## config.mk

```make
export PLATFORM = sky130hd
export DESIGN_NAME = key_conditioner
export DESIGN_NICKNAME = d
export VERILOG_FILES = /design/src/rtl/key_conditioner.sv
export SDC_FILE = /design/constraint.sdc
export NUM_CORES = 1
export LEC_CHECK = 0
export ABC_AREA = 1
export CORE_UTILIZATION = 55
export CTS_CLUSTER_DIAMETER = 100
export CTS_CLUSTER_SIZE = 25
export DETAILED_ROUTE_END_ITERATION = 10
export PLACE_DENSITY = 0.69
export SYNTH_ARGS = -nofsm -noshare
export SYNTH_HDL_FRONTEND = slang
export SYNTH_SLANG_ARGS = --single-unit
export TNS_END_PERCENT = 100
```

## constraint.sdc

```tcl
create_clock -name clk100_i -period 2.2 [get_ports clk100_i]
set_clock_uncertainty 0.15 [all_clocks]
set_input_delay 0.33 -clock clk100_i [delete_from_list [all_inputs] [get_ports clk100_i]]
set_output_delay 0.33 -clock clk100_i [all_outputs]
set_load 0.01 [all_outputs]
```

## src/rtl/key_conditioner.sv

```systemverilog
// rtl/key_conditioner.sv - debounced push-button front end with press/release strobes and optional auto-repeat
module key_conditioner #(
    parameter int KEYS            = 2,
    parameter int DEBOUNCE_CYCLES = 1000000,
    parameter int REPEAT_EN       = 0,
    parameter int REPEAT_DELAY    = 50000000,
    parameter int REPEAT_PERIOD   = 10000000
) (
    input  logic            clk100_i,
    input  logic            rstn_i,
    input  logic [KEYS-1:0] key_i,
    output logic [KEYS-1:0] key_state_o,
    output logic [KEYS-1:0] press_o,
    output logic [KEYS-1:0] release_o
);

    localparam int DCW     = $clog2(DEBOUNCE_CYCLES);
    localparam int RPT_MAX = (REPEAT_DELAY > REPEAT_PERIOD) ? REPEAT_DELAY : REPEAT_PERIOD;
    localparam int RCW     = $clog2(RPT_MAX);

    // Terminal counts are stored as "limit - 1" so they always fit the counter width.
    localparam logic [DCW-1:0] DEB_LAST    = DCW'(DEBOUNCE_CYCLES - 1);
    localparam logic [RCW-1:0] DELAY_LAST  = RCW'(REPEAT_DELAY - 1);
    localparam logic [RCW-1:0] PERIOD_LAST = RCW'(REPEAT_PERIOD - 1);

    typedef enum logic [1:0] {
        IDLE         = 2'd0,
        PRESS_WAIT   = 2'd1,
        HELD         = 2'd2,
        RELEASE_WAIT = 2'd3
    } state_t;

    logic [KEYS-1:0] sync0;
    logic [KEYS-1:0] sync1;

    // Two-flop synchronizer; resets to the released (high) pin level.
    always_ff @(posedge clk100_i or negedge rstn_i) begin
        if (!rstn_i) begin
            sync0 <= '1;
            sync1 <= '1;
        end else begin
            sync0 <= key_i;
            sync1 <= sync0;
        end
    end

    for (genvar g = 0; g < KEYS; g++) begin : g_ch
        state_t         state, state_nx;
        logic [DCW-1:0] cnt, cnt_nx;
        logic [RCW-1:0] rpt_cnt, rpt_cnt_nx;
        logic [RCW-1:0] rpt_last, rpt_last_nx;
        logic           level, level_nx;
        logic           press_q, press_nx;
        logic           release_q, release_nx;
        logic           s;

        // Sampled level, 1 = pressed.
        assign s = ~sync1[g];

        // Per-channel state, counters and registered outputs.
        always_ff @(posedge clk100_i or negedge rstn_i) begin
            if (!rstn_i) begin
                state     <= IDLE;
                cnt       <= '0;
                rpt_cnt   <= '0;
                rpt_last  <= '0;
                level     <= 1'b0;
                press_q   <= 1'b0;
                release_q <= 1'b0;
            end else begin
                state     <= state_nx;
                cnt       <= cnt_nx;
                rpt_cnt   <= rpt_cnt_nx;
                rpt_last  <= rpt_last_nx;
                level     <= level_nx;
                press_q   <= press_nx;
                release_q <= release_nx;
            end
        end

        // Debounce / hold FSM; the compare precedes the increment so counters never wrap.
        always_comb begin
            state_nx    = state;
            cnt_nx      = cnt;
            rpt_cnt_nx  = rpt_cnt;
            rpt_last_nx = rpt_last;
            level_nx    = level;
            press_nx    = 1'b0;
            release_nx  = 1'b0;
            case (state)
                IDLE: begin
                    if (s) begin
                        state_nx = PRESS_WAIT;
                        cnt_nx   = '0;
                    end
                end
                PRESS_WAIT: begin
                    if (!s) begin
                        state_nx = IDLE;
                    end else if (cnt == DEB_LAST) begin
                        state_nx    = HELD;
                        press_nx    = 1'b1;
                        level_nx    = 1'b1;
                        rpt_cnt_nx  = '0;
                        rpt_last_nx = DELAY_LAST;
                    end else begin
                        cnt_nx = cnt + 1'b1;
                    end
                end
                HELD: begin
                    if (!s) begin
                        state_nx = RELEASE_WAIT;
                        cnt_nx   = '0;
                    end else if (REPEAT_EN != 0) begin
                        if (rpt_cnt == rpt_last) begin
                            press_nx    = 1'b1;
                            rpt_cnt_nx  = '0;
                            rpt_last_nx = PERIOD_LAST;
                        end else begin
                            rpt_cnt_nx = rpt_cnt + 1'b1;
                        end
                    end
                end
                RELEASE_WAIT: begin
                    // A bounce back to pressed resumes the repeat schedule where it froze.
                    if (s) begin
                        state_nx = HELD;
                    end else if (cnt == DEB_LAST) begin
                        state_nx   = IDLE;
                        release_nx = 1'b1;
                        level_nx   = 1'b0;
                    end else begin
                        cnt_nx = cnt + 1'b1;
                    end
                end
                default: begin
                    state_nx = IDLE;
                end
            endcase
        end

        assign key_state_o[g] = level;
        assign press_o[g]     = press_q;
        assign release_o[g]   = release_q;
    end

endmodule

```

# After elaboration in Yosys (flattened, before gate mapping)
# Index checks and enable logic that the tools add are counted.
word_totals:
  elab_cells: 94
  ff_bits: 54
op_classes:
  n_addsub: 2
  n_mux: 46
  n_eq_ne: 24
  reduce_logical: 10
op_table:
  columns: ["op", "n"]
  rows:
  - ["2-to-1 mux 20 bit", 10]
  - ["case mux 20 bit (4 select lines)", 2]
  - ["adder 20 x 1 -> 20 bit, second input constant", 2]
  - ["== test 20 bit, second input constant", 2]
  - ["2-to-1 mux 2 bit", 12]
  - ["!= test 2 bit, second input constant", 12]
  - ["2-to-1 mux 1 bit", 18]
  - ["case mux 2 bit (4 select lines)", 2]
  - ["AND reduction 4 bit", 4]
  - ["!= test 3 bit, second input constant", 4]
  - ["AND reduction 5 bit", 2]
  - ["== test 2 bit, second input constant", 4]
  - ["== test 2 x 1 -> 1 bit, second input constant", 2]
  - ["zero test 2 bit", 2]
  - ["case mux 1 bit (2 select lines)", 2]
  - ["nonzero test 2 bit", 2]

# Logic depth before layout (Yosys ltp)
logic_depth:
  depth_word: 4
  ltp_mapped: 10
  mapped_depth_nobuf: 10

# Least setup slack after synthesis
# Ideal clock, no wire load.
synth_timing:
  path_kind: "register to register"
  start: "register g_ch[1].cnt[0]"
  end: "register g_ch[1].cnt[19]"
  t_arrival_ps: 1438
  path_slack_ps: 495
  period_less_slack_ps: 1705
  setup_ps: 116
  path_stages_with_launch: 9
  t_required_ps: 1934
  cell_sequence: "dfrtp_1 > ha_1 > nand3_2 > nor2_4 > nand3_4 > nand3_2 > inv_1 > nand2_1 > nand2_1"
synth_between:
  elab_chain_len: 4
  elab_cells_between_ends: 6
  cone_classes: "add/sub (1); eq/ne (1); mux (4)"
synth_rtl:
  columns: ["item", "line_no", "text"]
  rows:
  - ["start: declaration", "49", "logic [DCW-1:0] cnt, cnt_nx;"]
  - ["start signal: assignment", "72", "cnt <= cnt_nx;"]
  - ["adder 20 x 1 -> 20 bit / == test 20 bit (equally long branches)", null, null]
  - ["2-to-1 mux 20 bit *", "100, 128", null]
  - ["2-to-1 mux 20 bit, on equally long branches", "126, 98", null]
  - ["case mux 20 bit (4 select lines) *", "90", "case (state)"]
# Mark *: on every way between the ends. The rest lies on a longest branch, timed or not. The select of a mux whose other input is x is not followed.
# A chain may end at the register's enable or synchronous reset.

# Final worst setup path
layout_timing:
  start: "register g_ch[1].cnt[0]"
  end: "register g_ch[1].cnt[8]"
# The elaborated chain is that of the path after synthesis.

==> flow_summary.toml <==
[worst_setup_path]
path_max_fanout = 27
end_kind = "register"
cp_slowest_cell = "dfrtp_1"
cp.depth = 8
r2r_setup_slack_ns = 0.22
worstPathArrival_ns = 2.03
critPathBufInv = 1
worstPathCellList = "ha_1, nand3_2, nor2_4, nand3_4, nand2_8, inv_1, nand2_1, nand2_1"
crit_type = "register to register"
cp_data_required_time_ns = 2.25
critPathLaunchType = "register"
crit_family = "simple AND/OR/NAND/NOR gates"
cp_slowest_stage_delay_ns = 0.45
r2r_cells = 8
worst_path_most_repeated_cell = "nand2_1"

[synth]
yosysWarnings = 0
synth-xor-area-share = 0.0454
syn-num-nets = 452
synth_compound_area_frac = 0.0739
synth_top_area_frac = 0.381
synth.top_cells.by_area = "dfrtp_1 (38%), nand2_1 (20%), nor2_1 (7.9%), o21ai_2 (4.3%), inv_1 (4.2%)"
netlist_area_um2 = 3280
synth_edf_count = 0
synth_top_family_by_area = "simple AND/OR/NAND/NOR gates"
syn_inst = 446
synth.avg_cell_area_um2 = 7.36
synth_top_area_cell = "dfrtp_1"
synth.area.mux_share = 0
synth_adder_area_share = 0.00762
synth-simple-area-share = 0.381
seq_area_frac_synth = 0.413
synth-main-ff-cell = "dfrtp_1"
postSynth.asyncResetShare = 1.00
synth_cell_type_count = 27
yosys_register_bits = 54

[timing]
fin_tns_setup_ns = 0
finalCritPeriodShare = 0.900
relSlewSlack = 0.627
hold_violations = 0
period_minus_slack_ns = 1.98
setup_slack_ns = 0.219
fmax_mhz = 505
worstMarginPinSlew_ns = 0.559
rsz0062_at_grt = "false"
setup_viol = 0
maxSlewViolCount = 0

[detailed_routing]
post_drt_wl_per_cell_um = 12.7
routed_wl_um = 6700
drtIter0Drc = 177
drc_errors = 0
viasPerCell = 5.26
drt-pass1-iter-count = 5
num_vias = 2784
postRouteAntennaNets = 0

[power_and_ir_drop]
p_per_area_nw_per_um2 = 551
power_mw = 1.95
ir_worst_vdd_mv = 0.422
p_leak_nw = 1.60

[clock_tree]
ctsHtreeMaxLevel = 2
cts-root-buf = "clkbuf_8"
path_clk_slew_ns = 0.10
clk_latency_ns = 0.31
cts_buffers = 5
clock-sinks = 54
cts_tree = "yes"
cts_buffer_depth = 2
post-cts-setup-buffers = 0

[floorplan]
die_w_um = 79.3
io_pins = 10
initial_utilization = 0.582
core_um2 = 5640
rows = 27
die_h_um = 79.3
dieArea_um2 = 6280

[global_route]
antenna_found_initial = 0
grtUsageMet2 = 0.363
grt_pass1_wl_um = 11500
met1_usage = 0.340
grt_max_degree = 33
top_usage_layer = "met2"
grt_pass1_vias = 2481
grt_overflow = 0
grt_util_met3 = 0.0379
grtUsageTotal = 0.237

[layout]
drive_gt1_frac = 0.101
area_growth_syn_to_layout_pct = 8.00
fin_util = 0.629
fin_nets = 462
multi_input_area_um2 = 1670
antennaDiodeCount = 0
num-fill-cells = 499
final_common_cell = "nand2_1"
final_cell_mix = "nand2_1 (174), nor2_1 (69), dfrtp_1 (50), inv_1 (37), nand3_1 (18)"
ff_latch_area_um2 = 1360

[placement]
port-buffer-count = 9
gp_congestion = 0.893
post-place-ws_ns = 0.250
dp.final_hpwl_um = 4970

[status]
run_status = "finished clean"

[min_path]
worstHoldPathType = "register to register"
holdPathStages = 0

[run]
drv_cap = 0
## power breakdown
part	total (mW)	internal [mW]	leakage (nW)	switching (mW)
clock	0.805	0.485	0.0714	0.320
sequential	1.04	1.01	0.732	0.0227
combinational	0.112	0.0359	0.795	0.0757
## layout make-up
type | count | area share
multi-input cells | 342 | 0.471
flip-flops and latches | 54 | 0.382
repair buffers | 15 | 0.0409
inverters | 38 | 0.0402
well taps | 72 | 0.0254
clock buffers | 6 | 0.0233
clock inverters | 2 | 0.0169
## sequential cells by signal (all words and copies together), names as in the netlist, named ones only
register and cells:
g_ch.press_q 2, g_ch.state 2, g_ch.level 2, g_ch.release_q 2, g_ch.cnt 40, sync1 2
sync0 2
## per-stage QoR
stage / cell area [um2] / cells / hold WS [ns]
4_1_cts: 3550 / 529 / 0.213
2_1_floorplan: 3280 / 446 / -0.116
3_5_place_dp: 3390 / 520 / 0.190
3_3_place_gp: 3390 / 520 / 0.187
5_1_grt: 3550 / 529 / 0.219
6_report: 3550 / 529 / 0.212
## timing repair
item / 4_1_cts / 5_1_grt
hold buffers: 1 / 0
endpoints found under the hold margin: 20 / 0
gates resized for setup: 0 / 0
## synth_stat cells (4+ instances only)
library cell,number
buf_4,7
dfrtp_1,50
dfstp_2,4
inv_1,37
nand2_1,174
nand3_1,18
nand3b_1,5
nand4_1,12
nor2_1,69
o21ai_0,7
o21ai_1,6
o21ai_2,16
o21bai_1,5
xnor2_1,5
xor2_1,12
## kinds of logic after synthesis
logic type                 count (synthesis)
DFF                                       54
xor gates and xnor gates                  17
buffers and inverters                     50
adders and majority gates                  2
AOI/OAI and AO/OA                         34
and+or+nand+nor                          289
## final timing paths
kind,from,end
max,g_ch[1].cnt[0]$_DFFE_PN0P_,g_ch[1].cnt[8]$_DFFE_PN0P_
min,sync0[0]$_DFF_PN1_,sync1[0]$_DFF_PN1_
max reg2reg,g_ch[1].cnt[0]$_DFFE_PN0P_,g_ch[1].cnt[8]$_DFFE_PN0P_
min reg2reg,sync0[0]$_DFF_PN1_,sync1[0]$_DFF_PN1_
max in group asynchronous,rstn_i,sync0[0]$_DFF_PN1_
min in group asynchronous,rstn_i,g_ch[1].cnt[12]$_DFFE_PN0P_
## layer usage
layer / vias up / routed length (um)
met2: 52 / 2980
met5: - / 0
li1: 1422 / -
met1: 1302 / 3320
met4: 0 / 99
met3: 8 / 303
Power figures use the tool's default switching activity.
==> patch 1: new RTL, same flow settings <==
Put one more register stage on the output `key_state_o`. The value now appears one clock later. The other outputs are not delayed to match.
--- a/src/rtl/key_conditioner.sv
+++ b/src/rtl/key_conditioner.sv
@@ -30,4 +30,6 @@
         RELEASE_WAIT = 2'd3
     } state_t;
+
+    logic [KEYS-1:0] key_state_d;
 
     logic [KEYS-1:0] sync0;
@@ -140,9 +142,13 @@
         end
 
-        assign key_state_o[g] = level;
+        assign key_state_d[g] = level;
         assign press_o[g]     = press_q;
         assign release_o[g]   = release_q;
     end
 
+    always_ff @(posedge clk100_i) begin
+        key_state_o <= key_state_d;
+    end
+
 endmodule
 
Formal check against the unedited RTL: same outputs for any inputs over 10 cycles, from zero or initial values and one cycle with rstn_i low; that may be too few to reach the edited logic, so the function may still have changed.
==> patch 1 against the unedited design <==
Final area up 1.1%; hold slack gained 0.00054 ns; fmax up 5.3%; combinational power up 8%; area after synthesis grew 3.3%; sequential cell count increased by 2; worst setup slack improved by 0.099 ns; sequential share of layout area increased by 0.72 points; routed wire length grew 5.9%; total power decreased by 8.6%; non-clock buffer count up 2.
==> patch 1: results (changes against the unedited design) <==
outcome complete, no violations; DR pass1 iterations 5 (unchanged); share of cells above drive strength 1 13.0% (+2.9 points); total CTS buffers 5 (unchanged); logic gate share of total power 6.8% (+1.1 points); post-synthesis sequential area ratio 41.2% (-0.13 points); Slowest-stage cell, CP dfrtp_1; Fill cells 546 (+9.4%); Post-synth top cells 140 x nand2_1, 61 x nor2_1, 50 x dfrtp_1, 45 x inv_1, 37 x nand3_1; later-pin clock latency in the skew report 0.32 ns; Root Buffer clkbuf_8; crit path DAT 1.99 ns (-0.04 ns); max incr delay on CP 0.40 ns (-0.05 ns); clock power share 33.5% (-7.7 points); CP top delay family simple AND/OR/NAND/NOR gates; DP Area 3480 µm² (+2.6%); global-route wire length before repair 11900 µm (+3.8%); GR Util met1 35.8% (+1.8 points); Cell variety after synth 35 (+30%); largest net degree at the start of global routing 55 (+67%); Area contributors post-synth dfrtp_1 37%, nand2_1 15%, nor2_1 6.8%; P_sw 467 µW (+12%); Total Nets Final 476 (+3.0%); post-cts sizing count 0 (unchanged); met3 Use GR 3.41% (-0.38 points); number of global-route vias before repair 2536 (+2.2%); DR iter-0 viols 148 (-16%); met2 Track Usage GR 35.8% (-0.53 points); IO Port Bufs 9 (unchanged); min-delay worst type reg2reg; max reg flops 40 (unchanged); routed len/inst 13.0 µm (+2.6%); Bufs on Longest Clock Path 2 (unchanged); Async S/R FF share, synth 96.4% (-3.6 points); GRT Overall Usage 23.8% (+0.12 points); maximum VDD drop 398 µV (-5.6%); diode count 0 (unchanged); CTS clock-pin slew for the worst setup and hold paths 0.11 ns; Post-Syn Nets 468 (+3.5%); Rel. slew slack 69.5% (+6.7 points); DP HPWL 5170 µm (+4.1%); Seq power 1.07 mW; yosys warns 0 (unchanged); Reg with most FFs g_ch.cnt; H-tree depth 2 (unchanged); Leak 1.58 nW (-1.2%); global placer's final weighted congestion 0.917 (+2.7%); Critical Path Fanout Max 13 (-52%); via count 2865 (+2.9%); post-CTS setup buffers 0 (unchanged)
[patch 1: kinds of logic (layout without fill, tap and decap cells)]
kind of cell	after synthesis	count (layout)	synth area share, %
simple gates	284	284	37.5
flops	56	56	41.2
xor+xnor	5	5	1.29
compound gates	51	51	9.52
buf+inv	64	73	9.82
fa+ha+maj	2	2	0.738
[patch 1: worst paths after layout]
check	slack, ns	from	cells after the start	endpoint
max	0.32	g_ch[0].cnt[0]	9	g_ch[0].cnt[17]
min	0.21	sync0[1]	0	sync1[1]
max reg2reg	0.32	g_ch[0].cnt[0]	9	g_ch[0].cnt[17]
min reg2reg	0.21	sync0[1]	0	sync1[1]
max in group asynchronous	1.24	rstn_i	3	sync0[0]
min in group asynchronous	0.35	rstn_i	3	g_ch[1].cnt[10]
[patch 1: cell type report]
class	instances	area share, %
multi-input combinational	342	46.4
clock inverter	3	0.628
inverter	48	5.03
clock buffer	5	1.92
timing repair buffer	17	4.47
sequential	56	39.0
tap	75	2.62
[patch 1: per-stage QoR]
| stage | setup slack [ns] | instances | utilization (%) |
|---|---|---|---|
| floorplan | 0.509 | 462 | - |
| global placement | 0.355 | 537 | 58.8 |
| global route | 0.144 | 546 | 60.5 |
| CTS | 0.321 | 546 | 60.5 |
| finish | 0.318 | 546 | 60.5 |
| detailed placement | 0.341 | 537 | 58.8 |
[patch 1: layer usage]
layer | vias to the layer above | wire length, µm
met5 | - | 0
met4 | 0 | 55
met3 | 5 | 328
met2 | 64 | 3000
met1 | 1315 | 3720
li1 | 1481 | -
[patch 1: what timing repair did]
action | CTS | global route
hold buffers | 1 | 0
endpoints found under the hold margin | 50 | 0
setup endpoints to repair | 0 | 0
==> patch 2: new RTL, config.mk and constraints unchanged <==
Made on the original files. The parameter `REPEAT_EN` goes from 0 to 1.
--- a/src/rtl/key_conditioner.sv
+++ b/src/rtl/key_conditioner.sv
@@ -3,5 +3,5 @@
     parameter int KEYS            = 2,
     parameter int DEBOUNCE_CYCLES = 1000000,
-    parameter int REPEAT_EN       = 0,
+    parameter int REPEAT_EN       = 1,
     parameter int REPEAT_DELAY    = 50000000,
     parameter int REPEAT_PERIOD   = 10000000
Behaviour: no difference found for any inputs over 10 cycles, from zero or initial values and one cycle with rstn_i low; that may be too few to reach the edited logic, so the function may still have changed.
==> patch 2 against the unedited design <==
Routed wire length rose to 2.8 times the old value; combinational power grew to 19 times the old value; utilization decreased by 0.31 points; cell count grew to 2.5 times the old value; area after synthesis increased by 140%; sequential cell count grew 58; critical path depth stayed put; worst setup slack got worse by 0.063 ns; largest cell class unchanged; total power grew to 3.2 times the old value; synthesized cell count grew to 2.6 times the old value; final area up 140%; highest routed layer unchanged; via count grew to 2.6 times the old value.
==> patch 2: results (changes against the unedited design) <==
outcome complete, no violations; hold path start sync0[0]; maximum VDD drop 428 µV (+1.3%); share of cells above drive strength 1 7.06% (-3.0 points); yosys warns 0 (unchanged); DR iter-0 viols 610 (+240%); top flop regs g_ch.rpt_cnt x52, g_ch.cnt x40, g_ch.rpt_last x6; routed wire length 18500 µm (+180%); CTS clock-pin slew for the worst setup and hold paths 0.07 ns (-0.03 ns); crit path DAT 2.14 ns (+0.11 ns); GR Util met1 37.5% (+3.5 points); Root Buffer clkbuf_16; number of global-route vias before repair 6745 (+170%); DR pass1 iterations 5 (unchanged); fin cells 1338 (+150%); ys flop type dfrtp_1; total CTS buffers 9 (+4); min-delay worst type reg2reg; Area contributors post-synth dfrtp_1 35%, nand2_1 17%, nor2_1 8.0%; DP HPWL 13800 µm (+180%); Cell variety after synth 42 (+56%); vias per cell 5.35 (+1.7%); post-synthesis sequential area ratio 36.3% (-5.0 points); Post-synth top cells 350 x nand2_1, 164 x nor2_1, 130 x inv_1, 108 x dfrtp_1, 97 x nand3_1; global-route wire length before repair 31500 µm (+180%); post-CTS setup buffers 0 (unchanged); global placer's final weighted congestion 0.949 (+6.3%); diode count 0 (unchanged); synthesized instance count 1142 (+160%); max incr delay on CP 0.41 ns (-0.04 ns); Bufs on Longest Clock Path 2 (unchanged); antenna violations before repair 0 (unchanged); Slowest-stage cell, CP dfrtp_1; largest net degree at the start of global routing 42 (+27%); R2R Setup Slk 0.16 ns (-0.06 ns); Async S/R FF share, synth 100% (unchanged); CP top delay family simple AND/OR/NAND/NOR gates; GRT Overall Usage 27.3% (+3.6 points); GRT busiest layer met2; Post-Syn Nets 1158 (+160%); met3 Use GR 4.81% (+1.0 points); Leak 3.90 nW (+140%); Slew @ Worst Pin 0.574 ns (+0.0152 ns); worst r2r src g_ch[0].cnt[0]; H-tree depth 3 (+1); met2 Track Usage GR 43.4% (+7.1 points); IO Port Bufs 9 (unchanged); later-pin clock latency in the skew report 0.36 ns (+0.05 ns); hold path endpoint sync1[0]; hold depth 0 (unchanged); Critical Path Fanout Max 5 (-81%)
[patch 2: cell count changes after synthesis, sizes merged, moves of 21 or more]
cell	unedited run	this run
dfrtp	50	108
inv	38	135
nor3	0	21
xor2	12	34
nand2	176	360
o21ai	29	67
nand3	24	100
nor2	72	168
nand4	12	43
[patch 2: kinds of logic after synthesis]
family	synth area share, %
AO/OA/AOI/OAI	7.29
XOR/XNOR	4.76
adder cells (fa/ha/maj)	1.94
buffers and inverters	9.15
flip-flops	36.3
AND/OR/NAND/NOR	40.5
[patch 2: metrics by stage]
stage	utilization (%)	setup WS, ns	cell area, µm²	hold WS (ns)
2_1_floorplan	-	0.276	7730	-0.116
3_3_place_gp	60.0	0.225	8070	0.197
3_5_place_dp	60.0	0.119	8070	0.204
4_1_cts	62.4	0.104	8390	0.211
5_1_grt	62.5	0.00681	8410	0.219
6_report	62.5	0.156	8410	0.212
[patch 2: repair_timing]
item / in CTS / in global routing
setup endpoints to repair: 0 / 16
resized for setup: 0 / 7
hold buffers: 1 / 0
hold endpoints to repair: 35 / 0
[patch 2: worst register-to-register path, cell delays in order, from the launching register on]
cell	delay (ns)
dfrtp_1	0.41
ha_1	0.22
nand3_2	0.12
nor3_4	0.27
nand4_1	0.30
nand2_1	0.16
nand2_1	0.10
o21bai_1	0.14
nand2_1	0.07
[patch 2: report_power, final]
| part | internal, mW | leakage [nW] | switching [mW] | total, mW |
|---|---|---|---|---|
| sequential | 2.17 | 1.52 | 0.129 | 2.30 |
| clock | 1.00 | 0.154 | 0.777 | 1.78 |
| combinational | 0.689 | 2.22 | 1.46 | 2.15 |
| total | 3.86 | 3.90 | 2.36 | 6.23 |
[patch 2: how the worst max path moves through the flow]
| stage | start | slack (ns) | to |
|---|---|---|---|
| 6_report | g_ch[0].cnt[0] | 0.16 | flop |
| 3_5_place_dp | g_ch[0].state[0] | 0.12 | g_ch[0].cnt[18] |
| 3_3_place_gp | g_ch[0].state[0] | 0.23 | g_ch[0].cnt[16] |
| 5_1_grt | g_ch[0].state[0] | 0.007 | g_ch[0].cnt[7] |
| 4_1_cts | g_ch[0].state[0] | 0.10 | g_ch[0].cnt[18] |
| 2_1_floorplan | g_ch[0].state[0] | 0.28 | g_ch[0].cnt[7] |
[patch 2: routing by layer]
metal | up-vias | share of wire [%]
met5 | - | 0
met4 | 0 | 2.0
met3 | 31 | 4.3
met2 | 152 | 46
met1 | 3311 | 48
li1 | 3665 | -
[patch 2: layout make-up]
cell class              count  area, µm²
flip-flops and latches    112       2810
multi-input cells         864       4230
clock buffers              11        233
well taps                 176        220
inverters                 135        509
repair buffers             35        335
clock inverters             5       78.8
fillers                  1293       5040
